### src/rtl/button_counter_pkg.sv
// ---------------------------------------------------------------------------
// button_counter_pkg
// Shared definitions for the debounced up/down LED counter:
//   - default parameter values (width, debounce length, repeat timing)
//   - rpt_state_t : per-channel auto-repeat FSM state
//   - action_t    : counter action selected in a given cycle
//   - decode_action() : resolves the per-cycle action priority
// ---------------------------------------------------------------------------
package button_counter_pkg;

    localparam int DEF_WIDTH           = 4;
    localparam int DEF_DEBOUNCE_CYCLES = 16;
    localparam int DEF_REPEAT_DELAY    = 64;
    localparam int DEF_REPEAT_PERIOD   = 16;

    typedef enum logic [1:0] {
        RPT_IDLE   = 2'd0,
        RPT_DELAY  = 2'd1,
        RPT_REPEAT = 2'd2
    } rpt_state_t;

    typedef enum logic [1:0] {
        ACT_NONE = 2'd0,
        ACT_INC  = 2'd1,
        ACT_DEC  = 2'd2,
        ACT_CLR  = 2'd3
    } action_t;

    // Clear beats everything; up and down together cancel each other.
    function automatic action_t decode_action(input logic i_clr,
                                              input logic i_inc,
                                              input logic i_dec);
        action_t v_act;
        if (i_clr) begin
            v_act = ACT_CLR;
        end else if (i_inc && i_dec) begin
            v_act = ACT_NONE;
        end else if (i_inc) begin
            v_act = ACT_INC;
        end else if (i_dec) begin
            v_act = ACT_DEC;
        end else begin
            v_act = ACT_NONE;
        end
        return v_act;
    endfunction

endpackage

### src/rtl/btn_debounce.sv
// ---------------------------------------------------------------------------
// btn_debounce
// Two-flop synchroniser, counting debouncer and rising-edge detector for one
// raw push-button.
// Ports:
//   clk, rst_n : system clock, asynchronous active-low reset
//   i_btn      : raw asynchronous button (active-high)
//   o_level    : debounced button level
//   o_press    : one-cycle pulse, registered together with the 0->1 flip of
//                o_level, so the consumer sees it in the following cycle
// ---------------------------------------------------------------------------
module btn_debounce
    import button_counter_pkg::*;
#(
    parameter int DEBOUNCE_CYCLES = DEF_DEBOUNCE_CYCLES
) (
    input  logic clk,
    input  logic rst_n,
    input  logic i_btn,
    output logic o_level,
    output logic o_press
);

    localparam int              CW       = $clog2(DEBOUNCE_CYCLES + 1);
    localparam logic [CW-1:0]   CNT_LAST = CW'(DEBOUNCE_CYCLES - 1);
    localparam logic [CW-1:0]   CNT_ZERO = {CW{1'b0}};
    localparam logic [CW-1:0]   CNT_ONE  = {{(CW-1){1'b0}}, 1'b1};

    logic          r_sync1;
    logic          r_sync2;
    logic          r_level;
    logic          r_press;
    logic [CW-1:0] r_cnt;

    // Synchronise, count consecutive differing samples, flip level on the last one.
    always_ff @(posedge clk or negedge rst_n) begin
        if (!rst_n) begin
            r_sync1 <= 1'b0;
            r_sync2 <= 1'b0;
            r_level <= 1'b0;
            r_press <= 1'b0;
            r_cnt   <= CNT_ZERO;
        end else begin
            r_sync1 <= i_btn;
            r_sync2 <= r_sync1;
            if (r_sync2 == r_level) begin
                r_cnt   <= CNT_ZERO;
                r_press <= 1'b0;
            end else if (r_cnt == CNT_LAST) begin
                // This is the DEBOUNCE_CYCLES-th differing sample: accept it.
                r_level <= r_sync2;
                r_cnt   <= CNT_ZERO;
                r_press <= r_sync2;
            end else begin
                r_cnt   <= r_cnt + CNT_ONE;
                r_press <= 1'b0;
            end
        end
    end

    assign o_level = r_level;
    assign o_press = r_press;

endmodule

### src/rtl/debounced_updown_counter.sv
// ---------------------------------------------------------------------------
// debounced_updown_counter
// Up/down LED counter driven by three raw push-buttons (up, down, clear).
// Each button is synchronised, debounced and edge-detected; the resulting
// press pulses step a registered counter in wrap or saturate mode.
// Optional feature macro: AUTO_REPEAT_EN -- holding up/down auto-repeats
// after REPEAT_DELAY cycles, then every REPEAT_PERIOD cycles.
// Ports:
//   clk, rst_n                  : system clock, asynchronous active-low reset
//   btn_up, btn_down, btn_clr   : raw asynchronous active-high buttons
//   count [WIDTH-1:0]           : registered counter value
//   ovf, unf                    : one-cycle registered overflow/underflow pulses
// ---------------------------------------------------------------------------
module debounced_updown_counter
    import button_counter_pkg::*;
#(
    parameter int WIDTH           = DEF_WIDTH,
    parameter int DEBOUNCE_CYCLES = DEF_DEBOUNCE_CYCLES,
    parameter int SATURATE        = 0,
    parameter int REPEAT_DELAY    = DEF_REPEAT_DELAY,
    parameter int REPEAT_PERIOD   = DEF_REPEAT_PERIOD
) (
    input  logic             clk,
    input  logic             rst_n,
    input  logic             btn_up,
    input  logic             btn_down,
    input  logic             btn_clr,
    output logic [WIDTH-1:0] count,
    output logic             ovf,
    output logic             unf
);

    localparam logic [WIDTH-1:0] CNT_MAX  = {WIDTH{1'b1}};
    localparam logic [WIDTH-1:0] CNT_ZERO = {WIDTH{1'b0}};
    localparam logic [WIDTH-1:0] CNT_ONE  = {{(WIDTH-1){1'b0}}, 1'b1};

    logic    w_up_lvl,  w_up_press;
    logic    w_dn_lvl,  w_dn_press;
    logic    w_clr_lvl, w_clr_press;
    logic    w_up_step, w_dn_step;
    action_t w_action;

    btn_debounce #(.DEBOUNCE_CYCLES(DEBOUNCE_CYCLES)) u_deb_up (
        .clk(clk), .rst_n(rst_n), .i_btn(btn_up),
        .o_level(w_up_lvl), .o_press(w_up_press)
    );

    btn_debounce #(.DEBOUNCE_CYCLES(DEBOUNCE_CYCLES)) u_deb_down (
        .clk(clk), .rst_n(rst_n), .i_btn(btn_down),
        .o_level(w_dn_lvl), .o_press(w_dn_press)
    );

    btn_debounce #(.DEBOUNCE_CYCLES(DEBOUNCE_CYCLES)) u_deb_clr (
        .clk(clk), .rst_n(rst_n), .i_btn(btn_clr),
        .o_level(w_clr_lvl), .o_press(w_clr_press)
    );

`ifdef AUTO_REPEAT_EN
    localparam int RPT_MAX = (REPEAT_DELAY > REPEAT_PERIOD) ? REPEAT_DELAY : REPEAT_PERIOD;
    localparam int RCW     = $clog2(RPT_MAX + 1);
    localparam logic [RCW-1:0] RPT_ZERO     = {RCW{1'b0}};
    localparam logic [RCW-1:0] RPT_ONE      = {{(RCW-1){1'b0}}, 1'b1};
    localparam logic [RCW-1:0] RPT_DLY_LAST = RCW'(REPEAT_DELAY - 1);
    localparam logic [RCW-1:0] RPT_PER_LAST = RCW'(REPEAT_PERIOD - 1);

    // Channel 0 = up, channel 1 = down.
    logic [1:0]     w_lvl;
    logic [1:0]     w_press;
    rpt_state_t     r_rpt_state   [2];
    logic [RCW-1:0] r_rpt_cnt     [2];
    rpt_state_t     w_rpt_state_nxt [2];
    logic [RCW-1:0] w_rpt_cnt_nxt [2];
    logic [1:0]     w_rpt_step;

    assign w_lvl   = {w_dn_lvl, w_up_lvl};
    assign w_press = {w_dn_press, w_up_press};

    // Repeat FSM state and interval counter registers.
    always_ff @(posedge clk or negedge rst_n) begin
        if (!rst_n) begin
            for (int ch = 0; ch < 2; ch++) begin
                r_rpt_state[ch] <= RPT_IDLE;
                r_rpt_cnt[ch]   <= RPT_ZERO;
            end
        end else begin
            for (int ch = 0; ch < 2; ch++) begin
                r_rpt_state[ch] <= w_rpt_state_nxt[ch];
                r_rpt_cnt[ch]   <= w_rpt_cnt_nxt[ch];
            end
        end
    end

    // Repeat FSM next state; a release or a clear press always returns to idle.
    always_comb begin
        for (int ch = 0; ch < 2; ch++) begin
            w_rpt_state_nxt[ch] = r_rpt_state[ch];
            w_rpt_cnt_nxt[ch]   = r_rpt_cnt[ch];
            w_rpt_step[ch]      = 1'b0;
            if (w_clr_press || !w_lvl[ch]) begin
                w_rpt_state_nxt[ch] = RPT_IDLE;
                w_rpt_cnt_nxt[ch]   = RPT_ZERO;
            end else begin
                case (r_rpt_state[ch])
                    RPT_IDLE: begin
                        if (w_press[ch]) begin
                            w_rpt_state_nxt[ch] = RPT_DELAY;
                            w_rpt_cnt_nxt[ch]   = RPT_ZERO;
                        end else begin
                            w_rpt_state_nxt[ch] = RPT_IDLE;
                        end
                    end
                    RPT_DELAY: begin
                        if (r_rpt_cnt[ch] == RPT_DLY_LAST) begin
                            w_rpt_state_nxt[ch] = RPT_REPEAT;
                            w_rpt_cnt_nxt[ch]   = RPT_ZERO;
                            w_rpt_step[ch]      = 1'b1;
                        end else begin
                            w_rpt_cnt_nxt[ch]   = r_rpt_cnt[ch] + RPT_ONE;
                        end
                    end
                    RPT_REPEAT: begin
                        if (r_rpt_cnt[ch] == RPT_PER_LAST) begin
                            w_rpt_cnt_nxt[ch]   = RPT_ZERO;
                            w_rpt_step[ch]      = 1'b1;
                        end else begin
                            w_rpt_cnt_nxt[ch]   = r_rpt_cnt[ch] + RPT_ONE;
                        end
                    end
                    default: begin
                        w_rpt_state_nxt[ch] = RPT_IDLE;
                        w_rpt_cnt_nxt[ch]   = RPT_ZERO;
                    end
                endcase
            end
        end
    end

    // Repeat steps are muted while both direction buttons are held.
    assign w_up_step = w_up_press | (w_rpt_step[0] & ~(w_up_lvl & w_dn_lvl));
    assign w_dn_step = w_dn_press | (w_rpt_step[1] & ~(w_up_lvl & w_dn_lvl));
`else
    assign w_up_step = w_up_press;
    assign w_dn_step = w_dn_press;
`endif

    // Resolve the counter action for this cycle.
    always_comb begin
        w_action = decode_action(w_clr_press, w_up_step, w_dn_step);
    end

    // Counter and flag registers; flags are single-cycle by default clear.
    always_ff @(posedge clk or negedge rst_n) begin
        if (!rst_n) begin
            count <= CNT_ZERO;
            ovf   <= 1'b0;
            unf   <= 1'b0;
        end else begin
            ovf <= 1'b0;
            unf <= 1'b0;
            case (w_action)
                ACT_CLR: count <= CNT_ZERO;
                ACT_INC: begin
                    if (count == CNT_MAX) begin
                        ovf   <= 1'b1;
                        count <= (SATURATE != 0) ? CNT_MAX : CNT_ZERO;
                    end else begin
                        count <= count + CNT_ONE;
                    end
                end
                ACT_DEC: begin
                    if (count == CNT_ZERO) begin
                        unf   <= 1'b1;
                        count <= (SATURATE != 0) ? CNT_ZERO : CNT_MAX;
                    end else begin
                        count <= count - CNT_ONE;
                    end
                end
                default: count <= count;
            endcase
        end
    end

    // The clear level itself is only needed through its press pulse.
    logic w_unused;
    assign w_unused = w_clr_lvl;

endmodule

### config.mk
export PLATFORM = sky130hd
export DESIGN_NAME = debounced_updown_counter
export DESIGN_NICKNAME = d
export VERILOG_FILES = /design/src/rtl/button_counter_pkg.sv /design/src/rtl/btn_debounce.sv /design/src/rtl/debounced_updown_counter.sv
export SDC_FILE = /design/constraint.sdc
export NUM_CORES = 1
export LEC_CHECK = 0
export ABC_AREA = 0
export BUFFER_PORTS_ARGS = -buffer_cell sky130_fd_sc_hd__clkbuf_2
export CAP_MARGIN = 20
export CORE_UTILIZATION = 45
export DETAILED_ROUTE_END_ITERATION = 12
export PLACE_DENSITY = 0.6
export REMOVE_ABC_BUFFERS = 1
export SLEW_MARGIN = 20
export SYNTH_ARGS = -nofsm -noshare
export SYNTH_HDL_FRONTEND = slang
export SYNTH_SLANG_ARGS = --single-unit
export TNS_END_PERCENT = 20
### constraint.sdc
create_clock -name clk -period 1.7 [get_ports clk]
set_clock_uncertainty 0.15 [all_clocks]
set_input_delay 0.085 -clock clk [delete_from_list [all_inputs] [get_ports clk]]
set_output_delay 0.085 -clock clk [all_outputs]
set_load 0.01 [all_outputs]
==> out/results.txt, run 1 <==
Core ar.: 3050 µm²
vias in the first global route: 937
Die Span Y: 58.6 µm
Port Buf Inserts: 10
post-synthesis mux area share: 0.0303
die area: 3440 µm²
H-tree depth: 2
Setup TNS: 0 ns
logic gate share of total power: 0.054
Multi-input gate area: 583 µm²
initial detailed-routing violation count: 37
sw frac: 0.230
Synth Cell Area: 1440 µm²
CTS tree: done
sequential area share after synthesis: 0.572
overall power: 1310 µW
Worst EP arrival: 1.71 ns
Max IR drop VDD: 0.465 mV
Max-slew headroom: 0.692
top cells by area, synth: dfrtp_1 57%, ha_1 6.9%, xor2_1 3.6%
Final Cycle Share: 0.967
CP endpoint kind: register
mean number of vias per cell: 4.98
GRT Residual Overflow: 0
Synth Area in Compound Gates: 0.0815
largest net degree at the start of global routing: 18
Nets: 164
Filler Cell Count: 269
diodes inserted: 0
Psw: 301 µW
GP Congestion: 0.866
Fmax achieved: 608 MHz
main combinational cell family by area after synthesis: simple AND/OR/NAND/NOR gates
Die X: 58.6 µm
CP peak stage delay: 0.40 ns
Mapped Cells: 129
Final Hold Viols: 0
Root Driver: clkbuf_4
Syn. warnings: 0
Post-synth top cells: 33 x dfrtp_1, 13 x nor2_1, 12 x inv_1
Post-Synth Simple-Gate Area: 0.157
Slowest cell on crit path: dfrtp_1
final cell count without fillers: 196
Worst-path clk slew: 0.10 ns
outcome: complete, no violations
adder-cell share of the synthesized area: 0.0693
DPL Wire Length: 1.52 mm
post-synth top area cell: dfrtp_1
Inserted Clock Buffers: 5
Synth Register Bits: 33
Starting Density: 0.473
Crit path max-delay family: compound AO/OA/AOI/OAI gates
P&R area growth vs syn: 16.6%
post-synthesis xor/xnor area fraction: 0.0485
CTS Buffer Depth: 2
Netlist cell types: 30
Synth Flop Type: dfrtp_1
actual slew at the worst max-slew pin: 0.462 ns
Yosys top cell area share: 0.572
HP Class: input port to async pin
row count: 20
first-pass GRT wire length: 3.93 mm
setup violators final: 0
CP Buf/Inv Count: 0
CTS sink count: 33
post-layout min period: 1.64 ns
layout cells sized above 1: 0.178
initial antenna violation count: 0
Pwr Density: 777 nW/µm²
DP Worst Slack: 0.0191 ns
Slew Viols, Final: 0
WL/cell: 11.6 µm
final worst setup slack: 0.0555 ns
internal power: 1010 µW
CP Class: register to register
gr usage total: 0.161
clock group share of total power: 0.314
RSZ-0062 raised after global routing: yes
number of iterations in the first detailed-routing pass: 4
Critical Path Start Type: register
num ports: 11
final WL: 2.28 mm
Post-route DRC: 0
Max-cap violations: 0
Sequential Power Share: 0.632
worst-path cell chain: a21oi_2 > ha_2 > nand2_1 > nor3_2 > nor2_1 > o41ai_1
CP Data Required Time: 1.76 ns
Leak: 0.000809 µW
Crit Path Max Fanout: 4
Finished Core Util: 0.552
most frequent cell after synthesis: dfrtp_1
Post-synth EDFFs: 0
register area: 827 µm²
placed cells: 183
Mean Syn Cell Area: 11.2 µm²
Async S/R FF share, synth: 1.00
DR vias: 977
Clock Latency Late Sink: 0.33 ns
Antenna Nets Post-Route: 0
[final timing paths]
path / startpoint / cells past startpoint / slack, ns / end
worst min register to register: u_deb_down.r_sync1 / 0 / 0.21 / u_deb_down.r_sync2
worst max-delay path: u_deb_up.o_press / 6 / 0.06 / count[0]
max in group asynchronous: rst_n / 3 / 0.88 / u_deb_clr.o_level
min in group clk: u_deb_down.r_sync1 / 0 / 0.21 / u_deb_down.r_sync2
worst max register to register: u_deb_up.o_press / 6 / 0.06 / count[0]
worst min-delay path: rst_n / 2 / 0.07 / unf
[state kept, by name, indices dropped and copies added (netlist names)]
| signal | flops |
|---|---|
| u_deb_up.o_press | 1 |
| u_deb_up.r_cnt | 5 |
| unf | 1 |
| ovf | 1 |
| u_deb_up.o_level | 1 |
| u_deb_up.r_sync1 | 1 |
| u_deb_down.r_sync2 | 1 |
| u_deb_down.r_cnt | 5 |
| u_deb_clr.r_sync2 | 1 |
| u_deb_clr.r_sync1 | 1 |
| count | 4 |
| u_deb_down.o_press | 1 |
| u_deb_up.r_sync2 | 1 |
| u_deb_clr.o_level | 1 |
| u_deb_clr.r_cnt | 5 |
| u_deb_clr.o_press | 1 |
| u_deb_down.o_level | 1 |
| u_deb_down.r_sync1 | 1 |
[layer usage]
metal,up-vias,global-route usage,share of wire
met1,462,0.180,0.45
met3,7,0.0659,0.049
met4,0,0.0952,0.025
li1,484,-,-
met2,24,0.258,0.48
met5,-,0,0
[power groups by stage]
stage | clock (µW) | sequential, µW | combinational, µW
4_1_cts | 434 | 827 | 73.1
5_1_grt | 469 | 831 | 86.4
3_3_place_gp | 0 | 841 | 63.3
3_5_place_dp | 0 | 843 | 65.6
2_1_floorplan | 0 | 839 | 34.2
6_report | 411 | 827 | 70.9
[worst register-to-register path, stage by stage (launching register included)]
cell	delay (ns)
dfrtp_1	0.40
a21oi_2	0.19
ha_2	0.24
nand2_1	0.09
nor3_2	0.14
nor2_1	0.07
o41ai_1	0.27
[logic make-up (layout without fill, tap and decap cells)]
group,Yosys count,count (layout)
xor gates and xnor gates,8,8
buffers and inverters,14,37
and+or+nand+nor,43,43
DFF,33,33
AOI/OAI and AO/OA,19,19
adders and majority gates,8,8
muxes,4,4
[per-stage QoR]
step	hold slack (ns)	instance area [µm²]
floorplan	-0.361	1430
global route	0.0831	1680
CTS	0.0769	1660
finish	0.0732	1680
detailed placement	-0.0965	1560
global placement	-0.0945	1560
[final cells by class]
cell class / instances / area share
clock buffers: 8 / 0.0290
inverters: 12 / 0.0267
multi-input cells: 82 / 0.346
flip-flops and latches: 33 / 0.491
well taps: 44 / 0.0327
repair buffers: 17 / 0.0743
[timing repair]
item                       in CTS  in global routing
pin swaps                       0                  3
gates resized for setup         2                  5
hold buffers                    4                  0
hold endpoints to repair       36                  0
setup buffers                   0                  1
setup endpoints to repair       1                  2
[cell usage in the layout (no fill, tap or decap), types with 2 or more instances in the layout]
cell type / n
and3_1: 2
xnor2_1: 2
dlygate4sd3_1: 4
o21ai_0: 4
ha_1: 6
o31ai_1: 3
and2_1: 3
nor2_1: 13
clkbuf_4: 5
a21oi_1: 6
nand2_1: 7
xor2_1: 6
dfrtp_1: 32
nor2b_1: 2
nand4b_1: 2
nor4b_1: 2
inv_1: 11
clkbuf_1: 3
nor3b_1: 2
clkbuf_2: 10
nand3_1: 7
buf_4: 2
mux2_2: 2
(Power assumes the default switching activity.)
==> run 2: changes to the inputs <==
--- a/config.mk
+++ b/config.mk
@@ -6,5 +6,4 @@
 export NUM_CORES = 1
 export LEC_CHECK = 0
-export ABC_AREA = 0
 export BUFFER_PORTS_ARGS = -buffer_cell sky130_fd_sc_hd__clkbuf_2
 export CAP_MARGIN = 20
==> constraint.sdc (replaced) <==
create_clock -name clk -period 1.7 [get_ports clk]
set_clock_uncertainty 0.15 [all_clocks]
set_input_delay 0 -clock clk [delete_from_list [all_inputs] [get_ports clk]]
set_output_delay 0 -clock clk [all_outputs]
set_load 0.01 [all_outputs]
==> run 2 against run 1 <==
Effect of this change:
- the flow now finishes with violations (setup timing)
- sequential cell count unchanged
- die area unchanged
- count of clock-buffer cells in the layout did not move
- largest cell class unchanged
==> out/results.txt, run 2 (same netlist as run 1, synthesis figures left out) <==
Root Driver: clkbuf_4
Leak: 0.000817 µW (+1.0%)
HP Class: input port to register
Setup TNS: -0.00296 ns (-0.00296 ns)
worst-path cell chain: a21oi_2 > ha_2 > nand2_1 > nor3_2 > nor2_1 > o41ai_1
GRT Residual Overflow: 0 (unchanged)
row count: 20 (unchanged)
Placed Area: 1560 µm² (unchanged)
reg2reg start: u_deb_up.o_press
final worst setup slack: -0.00296 ns (-0.0585 ns)
Pwr Density: 770 nW/µm² (-0.91%)
CTS sink count: 33 (unchanged)
reg2reg path depth: 6 (unchanged)
setup violators final: 1 (+1)
CP endpoint kind: register
CTS Buffer Depth: 2 (unchanged)
Core ar.: 3050 µm² (unchanged)
CP Buf/Inv Count: 0 (unchanged)
CTS tree: done
CP Data Required Time: 1.75 ns (about the same)
Final Cycle Share: 1.00 (+0.0344)
Worst EP arrival: 1.75 ns (+0.04 ns)
GP Congestion: 0.866 (unchanged)
overall power: 1310 µW (+0.26%)
Max-cap violations: 0 (unchanged)
Crit path max-delay family: compound AO/OA/AOI/OAI gates
Clock Latency Late Sink: 0.33 ns (about the same)
number of iterations in the first detailed-routing pass: 4 (unchanged)
vias in the first global route: 952 (+1.6%)
initial detailed-routing violation count: 38 (+2.7%)
Filler Cell Count: 268 (-0.37%)
CP Class: register to register
worst reg2reg setup slack: -0.003 ns (-0.06 ns)
first-pass GRT wire length: 3.97 mm (+1.2%)
layout cells sized above 1: 0.175 (-0.00231)
num ports: 11 (unchanged)
Crit Path Max Fanout: 4 (unchanged)
Nets: 166 (+1.2%)
post-route cell area: 1700 µm² (+1.2%)
placed cells: 183 (unchanged)
Die X: 58.6 µm (unchanged)
Slowest cell on crit path: dfrtp_1
hold path start: btn_down
Fmax achieved: 587 MHz (-3.4%)
Inserted Clock Buffers: 5 (unchanged)
DR vias: 968 (-0.92%)
WL/cell: 11.7 µm (+0.16%)
die area: 3440 µm² (unchanged)
Max IR drop VDD: 0.465 mV (about the same)
Final Hold Viols: 0 (unchanged)
biggest regs: u_deb_clr.r_cnt (5), u_deb_down.r_cnt (5), u_deb_up.r_cnt (5)
actual slew at the worst max-slew pin: 0.733 ns (+0.270 ns)
outcome: complete, but fails checks
mean number of vias per cell: 4.89 (-1.9%)
Die Span Y: 58.6 µm (unchanged)
H-tree depth: 2 (unchanged)
final cell count without fillers: 198 (+1.0%)
Worst Hold Path EP: u_deb_down.r_sync1
Reg2Reg Capture Point: count[0]
Post-route DRC: 0 (unchanged)
failing checks: setup timing
Port Buf Inserts: 10 (unchanged)
Max-slew headroom: 0.510 (-0.182)
DPL Wire Length: 1.52 mm (unchanged)
Starting Density: 0.473 (unchanged)
diodes inserted: 0 (unchanged)
gr usage total: 0.162 (+0.00143)
CP peak stage delay: 0.40 ns (about the same)
commonest non-fill, non-tap cell in the layout: dfrtp_1
hold depth: 2
P&R area growth vs syn: 18.0%
largest net degree at the start of global routing: 18 (unchanged)
Slew Viols, Final: 0 (unchanged)
Critical Path Start Type: register
initial antenna violation count: 0 (unchanged)
most frequent cells in the layout: 32 x dfrtp_1, 13 x nor2_1, 11 x inv_1
Antenna Nets Post-Route: 0 (unchanged)
RSZ-0062 raised after global routing: yes
post-layout min period: 1.70 ns (+0.0585 ns)
final WL: 2.31 mm (+1.2%)
Worst-path clk slew: 0.10 ns (about the same)
-- run 2: cell types whose count changed in the layout (fill, tap and decap cells not counted), sizes merged --
cell         change
dlygate4sd3      +2
-- run 2: what timing repair did --
| action | in CTS | in global routing |
|---|---|---|
| resized for setup | 2 | 5 |
| setup endpoints to repair | 1 | 2 |
| pin swaps | 0 | 3 |
| endpoints found under the hold margin | 36 | 0 |
| hold buffers | 6 | 0 |
| buffers inserted | 0 | 1 |
-- run 2: metrics by stage --
stage                     worst slack [ns]   util  hold WS (ns)
after global placement               0.123  0.511        -0.179
after floorplan                      0.192      -        -0.446
after CTS                           0.0585  0.549         0.140
after detailed placement            0.0191  0.511        -0.181
final                             -0.00296  0.558         0.160
after global routing               -0.0749  0.558         0.132
-- run 2: routing by layer --
| metal | up-vias | GRT usage | wire length [µm] |
|---|---|---|---|
| met5 | - | 0 | 0 |
| met4 | 0 | 0.0952 | 58 |
| met3 | 7 | 0.0659 | 108 |
| met2 | 21 | 0.261 | 1090 |
| met1 | 454 | 0.182 | 1050 |
| li1 | 486 | - | - |
-- run 2: how the worst max path moves through the flow --
stage / startpoint / to / cells after the start
finish: u_deb_up.o_press / count[0] / 6
global route: u_deb_up.o_press / count[0] / 6
global placement: u_deb_down.o_press / count[0] / 7
floorplan: u_deb_down.o_press / count[0] / 7
CTS: u_deb_down.o_press / count[2] / 7
detailed placement: u_deb_down.o_press / count[0] / 7
-- run 2: worst reg2reg max path: stages, from the launching register on --
cell and delay, ns:
dfrtp_1 0.40, a21oi_2 0.19, ha_2 0.24, nand2_1 0.09, nor3_2 0.14, nor2_1 0.07, o41ai_1 0.31
-- run 2: where the power goes --
group	switching (µW)	internal, µW	leakage (µW)
registers	17.9	809	0.000438
logic	37.6	37.3	0.000353
clock network	246	165	0.0000265
-- run 2: layout make-up --
type	instances	area, µm²	area share
clock buffer	8	48.8	0.0286
tap	44	55.1	0.0323
timing repair buffer	19	145	0.0852
inverter	12	45.0	0.0264
multi-input combinational	82	583	0.342
sequential	33	827	0.485
==> run 3: changes to the inputs <==
SETUP_SLACK_MARGIN = 0.3   (was default)
SLEW_MARGIN = default   (was 20)
==> run 3 against run 2 <==
Effect of this change:
- the flow now finishes without violations
- highest routed layer unchanged
- cell area is 5.2% higher
- sequential share of layout area is 2.3 points lower
- register-to-register slack better by 0.09 ns
- sequential power hardly changed
- cell count is 2.5% higher
==> out/results.txt, run 3 (same netlist as run 1, synthesis figures left out) <==
Setup TNS: 0 ns (+0.00296 ns)
Nets: 171 (+3.0%)
Fmax achieved: 620 MHz (+5.5%)
Antenna Nets Post-Route: 0 (unchanged)
layout cells sized above 1: 0.277 (+0.101)
Crit Path Max Fanout: 3 (-1)
CTS sink count: 33 (unchanged)
mean number of vias per cell: 4.96 (+1.4%)
setup violators final: 0 (-1)
Reg2Reg Capture Point: count[0]
gr usage total: 0.173 (+0.0105)
actual slew at the worst max-slew pin: 0.449 ns (-0.283 ns)
Port Buf Inserts: 10 (unchanged)
Final Hold Viols: 0 (unchanged)
CTS Buffer Depth: 2 (unchanged)
Clock Latency Late Sink: 0.33 ns (about the same)
final WL: 2.50 mm (+8.1%)
Psw: 311 µW (+3.2%)
worst reg2reg setup slack: 0.09 ns (+0.09 ns)
most frequent cells in the layout: 31 x dfrtp_1, 13 x nor2_1, 10 x inv_1, 10 x clkbuf_2, 8 x buf_4
RSZ-0062 raised after global routing: yes
Slowest cell on crit path: dfrtp_1
Worst Hold Path EP: u_deb_down.r_sync1
CP endpoint kind: register
hold depth: 2 (unchanged)
die area: 3440 µm² (unchanged)
initial detailed-routing violation count: 77 (+100%)
outcome: complete, no violations
logic gate share of total power: 0.064 (+0.007)
DPL Wire Length: 1.52 mm (unchanged)
Die Span Y: 58.6 µm (unchanged)
Post-route DRC: 0 (unchanged)
Worst-path clk slew: 0.10 ns (about the same)
biggest regs: u_deb_clr.r_cnt (5), u_deb_down.r_cnt (5), u_deb_up.r_cnt (5)
Starting Density: 0.473 (unchanged)
first-pass GRT wire length: 4.20 mm (+5.6%)
Root Driver: clkbuf_4
sw frac: 0.234 (+0.00431)
diodes inserted: 0 (unchanged)
num ports: 11 (unchanged)
Max-cap violations: 0 (unchanged)
Core ar.: 3050 µm² (unchanged)
Filler Cell Count: 257 (-4.1%)
Leak: 0.000855 µW (+4.6%)
post-layout min period: 1.61 ns (-0.0893 ns)
HP Class: input port to register
CP Data Required Time: 1.77 ns (+0.02 ns)
Final Cycle Share: 0.949 (-0.0525)
Finished Core Util: 0.587 (+0.0291)
GP Congestion: 0.866 (unchanged)
number of iterations in the first detailed-routing pass: 4 (unchanged)
DR vias: 1,006 (+3.9%)
P&R area growth vs syn: 24.2%
commonest non-fill, non-tap cell in the layout: dfrtp_1
WL/cell: 12.3 µm (+5.4%)
Max IR drop VDD: 0.468 mV (+0.46%)
Critical Path Start Type: register
CP Class: register to register
Sequential Power Share: 0.623 (-0.007)
initial antenna violation count: 0 (unchanged)
Worst EP arrival: 1.69 ns (-0.06 ns)
internal power: 1020 µW (+0.76%)
Slew Viols, Final: 0 (unchanged)
Max-slew headroom: 0.701 (+0.191)
CP peak stage delay: 0.35 ns (-0.05 ns)
Pwr Density: 742 nW/µm² (-3.7%)
overall power: 1330 µW (+1.3%)
reg2reg path depth: 7 (+1)
row count: 20 (unchanged)
hold path start: btn_down
largest net degree at the start of global routing: 18 (unchanged)
clock group share of total power: 0.313 (about the same)
Die X: 58.6 µm (unchanged)
CTS tree: done
H-tree depth: 2 (unchanged)
worst-path cell chain: inv_1 > a21oi_2 > ha_2 > nand2_2 > nor3_2 > nor2_1 > o41ai_2
reg2reg start: u_deb_down.o_press
Inserted Clock Buffers: 5 (unchanged)
GRT Residual Overflow: 0 (unchanged)
vias in the first global route: 1,003 (+5.4%)
run 3: cell count changes in the layout (fill, tap and decap cells not counted), sizes merged:
cell and delta:
buf +6, dlygate4sd3 -1
run 3: cell type report:
cell class                 instances  area, µm²  area share
clock buffer                       8       48.8      0.0272
inverter                          12       45.0      0.0251
multi-input combinational         82        636       0.355
sequential                        33        828       0.462
tap                               44       55.1      0.0307
timing repair buffer              24        180       0.100
run 3: timing repair:
action | CTS | global route
setup buffers | 4 | 3
hold buffers | 5 | 0
endpoints found under the hold margin | 36 | 0
cloned | 0 | 0
pin swaps | 6 | 6
gates resized for setup | 10 | 10
endpoints found under the setup margin | 10 | 18
run 3: how the worst max path moves through the flow:
stage,to,from,cells past startpoint
after floorplan,count[0],u_deb_down.o_press,7
after global routing,count[2],u_deb_up.o_press,8
after detailed placement,count[0],u_deb_down.o_press,7
after global placement,count[0],u_deb_down.o_press,7
after CTS,count[2],u_deb_up.o_press,8
final,count[0],u_deb_down.o_press,7
run 3: critical path, delay by kind of cell (launching register included):
family	cells	cell delay (ns)
compound gates	2	0.42
fa+ha+maj	1	0.24
buf+inv	1	0.05
flops	1	0.35
simple gates	3	0.31
run 3: power groups by stage:
stage / clock (µW) / sequential [µW] / combinational (µW)
finish: 416 / 828 / 85.6
global route: 470 / 831 / 102
CTS: 434 / 827 / 74.8
detailed placement: 0 / 843 / 65.6
global placement: 0 / 841 / 63.3
floorplan: 0 / 839 / 34.2
run 3: layer usage:
metal | global-route usage | vias to the layer above | part of all wire | routed length (µm)
met5 | 0 | - | 0 | 0
met2 | 0.286 | 26 | 0.48 | 1210
met4 | 0.116 | 0 | 0.040 | 100
li1 | - | 496 | - | -
met3 | 0.0659 | 11 | 0.043 | 107
met1 | 0.183 | 473 | 0.43 | 1080
run 3: through the flow:
| step | instances | instance area (µm²) | setup WS (ns) | hold WS, ns |
|---|---|---|---|---|
| finish | 203 | 1790 | 0.0864 | 0.160 |
| global route | 203 | 1790 | 0.0340 | 0.132 |
| CTS | 200 | 1730 | 0.120 | 0.140 |
| detailed placement | 183 | 1560 | 0.0191 | -0.181 |
| global placement | 183 | 1560 | 0.123 | -0.179 |
| floorplan | 127 | 1430 | 0.192 | -0.446 |
